$ cat config.mk
export PLATFORM = sky130hd
export DESIGN_NAME = dispatcher_pulse
export DESIGN_NICKNAME = d
export VERILOG_FILES = /design/src/rtl/dispatcher_pulse.sv
export SDC_FILE = /design/constraint.sdc
export NUM_CORES = 1
export LEC_CHECK = 0
export ABC_AREA = 0
export CAP_MARGIN = 20
export CORE_MARGIN = 4
export CORE_UTILIZATION = 47
export CTS_CLUSTER_SIZE = 10
export DETAILED_ROUTE_END_ITERATION = 8
export MAX_ROUTING_LAYER = met4
export PLACE_DENSITY = 0.8
export RECOVER_POWER = 25
export SLEW_MARGIN = 10
export SYNTH_ARGS = -nofsm -noshare
export SYNTH_HDL_FRONTEND = slang
export SYNTH_SLANG_ARGS = --single-unit
$ cat constraint.sdc
create_clock -name clk -period 2.1 [get_ports clk]
set_input_delay 0.63 -clock clk [delete_from_list [all_inputs] [get_ports clk]]
set_output_delay 0.63 -clock clk [all_outputs]
set_load 0.02 [all_outputs]
$ cat src/rtl/dispatcher_pulse.sv
// Single-producer to multi-consumer pulse dispatcher with per-channel FIFOs.
// Optional broadcast strobe is enabled by defining DISPATCH_BCAST_EN.
module dispatcher_pulse #(
  parameter int TOTAL = 2,
  parameter int WIDTH = 8,
  parameter int DEPTH = 2,
  localparam int SW = (TOTAL > 1) ? $clog2(TOTAL) : 1,
  localparam int PW = $clog2(DEPTH),
  localparam int CW = PW + 1
) (
  input  logic               clk,
  input  logic               rst_n,
`ifdef DISPATCH_BCAST_EN
  input  logic               in_bcast,
`endif
  input  logic               in_stb,
  input  logic [SW-1:0]      in_sel,
  input  logic [WIDTH-1:0]   in_data,
  output logic [TOTAL-1:0]   full,
  output logic               drop,
  output logic [7:0]         drop_cnt,
  output logic [TOTAL*WIDTH-1:0] out_data,
  output logic [TOTAL-1:0]   out_stb,
  input  logic [TOTAL-1:0]   out_rdy,
  output logic [TOTAL-1:0]   pending
);

  localparam logic [SW:0] TOT = TOTAL[SW:0];

  logic             bcast;
  logic             sel_ok;
  logic             drop_d;
  logic [TOTAL-1:0] hit;

`ifdef DISPATCH_BCAST_EN
  assign bcast = in_stb & in_bcast;
`else
  assign bcast = 1'b0;
`endif

  assign sel_ok = ({1'b0, in_sel} < TOT);

  // A full target drops the strobe even if it pops this same cycle.
  assign drop_d = in_stb & ((~bcast & ~sel_ok) | (|(hit & full)));

  for (genvar i = 0; i < TOTAL; i++) begin : g_ch
    logic [WIDTH-1:0] mem [DEPTH];
    logic [PW-1:0]    wp;
    logic [PW-1:0]    rp;
    logic [CW-1:0]    cnt;
    logic             push;
    logic             pop;

    assign hit[i] = in_stb & (bcast | (in_sel == SW'(i)));
    assign push   = hit[i] & ~full[i];
    assign pop    = out_stb[i];

    always_ff @(posedge clk or negedge rst_n) begin
      if (!rst_n) begin
        wp  <= '0;
        rp  <= '0;
        cnt <= '0;
        for (int k = 0; k < DEPTH; k++) begin
          mem[k] <= '0;
        end
      end else begin
        if (push) begin
          mem[wp] <= in_data;
          wp      <= wp + 1'b1;
        end
        if (pop) begin
          rp <= rp + 1'b1;
        end
        cnt <= cnt + CW'(push) - CW'(pop);
      end
    end

    assign pending[i] = |cnt;
    assign full[i]    = (cnt == CW'(DEPTH));
    assign out_stb[i] = pending[i] & out_rdy[i];
    assign out_data[WIDTH*i +: WIDTH] = mem[rp];
  end

  always_ff @(posedge clk or negedge rst_n) begin
    if (!rst_n) begin
      drop     <= 1'b0;
      drop_cnt <= '0;
    end else begin
      drop <= drop_d;
      if (drop_d && drop_cnt != 8'hFF) begin
        drop_cnt <= drop_cnt + 8'd1;
      end
    end
  end

endmodule

==> impl_metrics.csv, run 1 <==
group,metric,value,unit
worst_setup_path,path_max_fanout,7,
sta,hold_ws,0.5096,ns
detailed_routing,drc,0,
sta,setup_ws,0.06192,ns
cts,cts_max_level,2,
placement,post_dp_cell_area,0.002958,mm²
floorplan,io_pins,45,
detailed_routing,drtPass1Iterations,4,
cts,cts_buffers,5,
floorplan,die_h,77.78,µm
sta,max_freq,490.7,MHz
synth,synth_edf_count,0,
final_layout,design_area,0.003009,mm²
min_path,hp-class,"register to register",
detailed_routing,wl_per_cell,14.83,µm
detailed_routing,ant_nets,0,
detailed_routing,wirelength,4626,µm
run,cap_violations,0,
pwr,peakVddDrop,0.9505,mV
sta,rsz0062_at_grt,"no",
floorplan,core,0.004723,mm²
sta,finClkSkew,0.002659,ns
worst_setup_path,critPathKind,"register to primary output",
synth,syn_area_per_cell,13.08,µm²
synth,yosysSeqAreaShare,53.58,%
sta,worst_pin_slew,1.171,ns
grt,antenna_found_initial,0,
worst_setup_path,arrival,1.41,ns
grt,grt_max_degree,50,
placement,place_congestion,0.7269,
synth,synth_cell_types,32,
floorplan,start_util,48.45,%
synth,async_flop_share,100.0,%
synth,synth_area_leaders,"dfrtp_1 54%, mux2_2 25%, xnor2_1 1.9%",
final_layout,final_nets,261,
synth,ys_warn_count,0,
cts,cts-root-buf,"clkbuf_8",
worst_setup_path,crit_slowest_cell,"clkdlybuf4s50_1",
placement,portBuffers,44,
final_layout,final_cell_mix,"50 x mux2_2, 47 x dfrtp_1, 21 x clkdlybuf4s50_1",
synth,syn_nets,192,
pwr,power.density,1534,mW/mm²
synth,ys.flop_type,"dfrtp_1",
detailed_routing,vias,1534,
sta,slew_headroom,21.92,%
grt,use_met2,27.74,%
min_path,hold_depth,1,
worst_setup_path,startpoint,"drop_cnt[2]",
sta,fin_crit,2.038,ns
grt,grt_pass1_vias,1634,
worst_setup_path,crit_family,"buffers and inverters",
worst_setup_path,reg2reg_from,"g_ch[0].cnt[0]",
sta,period_share,97.05,%
worst_setup_path,worstReg2RegEnd,"drop_cnt[7]",
floorplan,rows,25,
synth,ys_ff_latch,49,
cts,clk_pin_slew,0.09,ns
grt,grt_busiest_layer,"met2",
sta,finalHoldViolCount,0,
synth,synth_top_cell_by_area,"dfrtp_1",
placement,post-place-ws,-0.3882,ns
grt,overflow,0,
final_layout,drive_above_1_share,44.90,%
worst_setup_path,worst-r2r-cell-count,4,
min_path,min_to,"g_ch[1].mem[1]",
placement,dpl.hpwl,3274,µm
worst_setup_path,max_stage_delay,0.65,ns
floorplan,fp.dieW,77.78,µm
grt,grtUsageTotal,17.09,%
final_layout,final_common_cell,"mux2_2",
worst_setup_path,crit_required,1.47,ns
pwr,leakagePower,1.337,nW
grt,met3_usage,2.668,%
detailed_routing,drt_iter0_drc,66,
grt,grt_pass1_wl,7859,µm
cts,cts_sinks,49,
worst_setup_path,reg2reg_slack,0.51,ns
worst_setup_path,endpoint_kind,"primary output",
sta,tns,0,ns
synth,synth_area,0.002288,mm²
pwr,finalPower,4.615,mW
final_layout,diodes,0,
worst_setup_path,worst-path-buf-inv,1,
synth,synth_top_area_share,53.58,%
cts,tritoncts,"built",
sta,slew_viol_final,0,
floorplan,dieArea,0.006050,mm²
cts,clock_latency,0.29,ns
cts,clk_path_buf_depth,2,
detailed_routing,vias_per_cell,4.917,
worst_setup_path,cp-start-kind,"register",
sta,setup_violations,0,
grt,grt_use_met1,21.54,%
worst_setup_path,cp_cell_sequence,"clkdlybuf4s50_1",
min_path,hp-start,"g_ch[1].mem[1]",
synth,syn_inst,175,
outcome,status,"complete, no violations",
final_layout,area_growth,31.49,%
==> metrics by stage <==
step | util, % | cells
floorplan | - | 175
finish | 63.71 | 312
CTS | 65.40 | 312
global route | 63.71 | 312
global placement | 62.62 | 300
detailed placement | 62.62 | 300
==> worst max path at each step <==
stage                  end  slack (ns)  depth (start not counted)
2_1_floorplan  drop_cnt[7]        0.34                          4
3_3_place_gp    out_stb[1]       -0.38                          4
3_5_place_dp    out_stb[1]       -0.39                          4
4_1_cts        out_data[5]      -0.002                          3
5_1_grt        drop_cnt[2]       0.002                          1
6_report       drop_cnt[2]        0.06                          1
==> registers in the layout, indices dropped and copies added, names as in the netlist <==
signal    count
drop          1
drop_cnt      8
g_ch.cnt      4
g_ch.mem     32
g_ch.rp       2
g_ch.wp       2
==> power by group <==
group / total (mW) / leakage (nW) / switching (mW) / internal [mW]
Clock: 0.658 / 0.0554 / 0.301 / 0.357
Sequential: 1.67 / 0.585 / 0.281 / 1.39
Combinational: 2.29 / 0.696 / 1.12 / 1.17
Total: 4.62 / 1.34 / 1.70 / 2.92
==> synthesized netlist by cell type, drive strengths merged, types with 2 or more instances <==
cell type and instances:
mux2 52, dfrtp 49, nand2 13, inv 7, nand3 6, nor2 6, nor3 6, a21oi 5
xnor2 5, ha 3, nand2b 3, buf 2, clkbuf 2, o21ai 2, o22ai 2, or2 2
xor2 2
==> repair_timing <==
item	CTS	global route
hold buffers	0	0
setup endpoints to repair	22	14
setup buffers	4	0
gates resized for setup	51	15
==> per-layer routing <==
layer	part of all wire, %	routed length [µm]	up-vias
met5	0	0	-
met2	53	2429	24
met1	43	2009	754
met4	1.1	51	0
li1	-	-	752
met3	2.9	134	4
==> area by class of cell <==
| class | count | area [µm²] |
|---|---|---|
| multi-input combinational | 115 | 1013 |
| inverter | 7 | 26.28 |
| tap | 67 | 83.83 |
| timing repair buffer | 66 | 545.5 |
| clock buffer | 6 | 72.57 |
| fill | 375 | 1714 |
| sequential | 49 | 1229 |
| clock inverter | 2 | 38.79 |
==> cell families (layout without fill, tap and decap cells) <==
| kind of cell | count (synthesis) | count (layout) | synth area share [%] |
|---|---|---|---|
| AOI/OAI and AO/OA | 14 | 14 | 4.156 |
| xor gates and xnor gates | 7 | 7 | 2.679 |
| adders and majority gates | 3 | 3 | 1.640 |
| buffers and inverters | 11 | 81 | 2.132 |
| DFF | 49 | 49 | 53.58 |
| muxes | 53 | 53 | 26.03 |
| and+or+nand+nor | 38 | 38 | 9.787 |
(Power assumes the default switching activity.)
==> run 2: changes to the inputs <==
--- a/config.mk
+++ b/config.mk
@@ -6,7 +6,8 @@
 export NUM_CORES = 1
 export LEC_CHECK = 0
 export ABC_AREA = 0
-export CAP_MARGIN = 20
+export ABC_CLOCK_PERIOD_IN_PS = 2100
+export CAP_MARGIN = 10
 export CORE_MARGIN = 4
 export CORE_UTILIZATION = 47
 export CTS_CLUSTER_SIZE = 10
==> results of run 2 <==
Same layout as run 1: the final DEF is identical, and so are final timing and power.
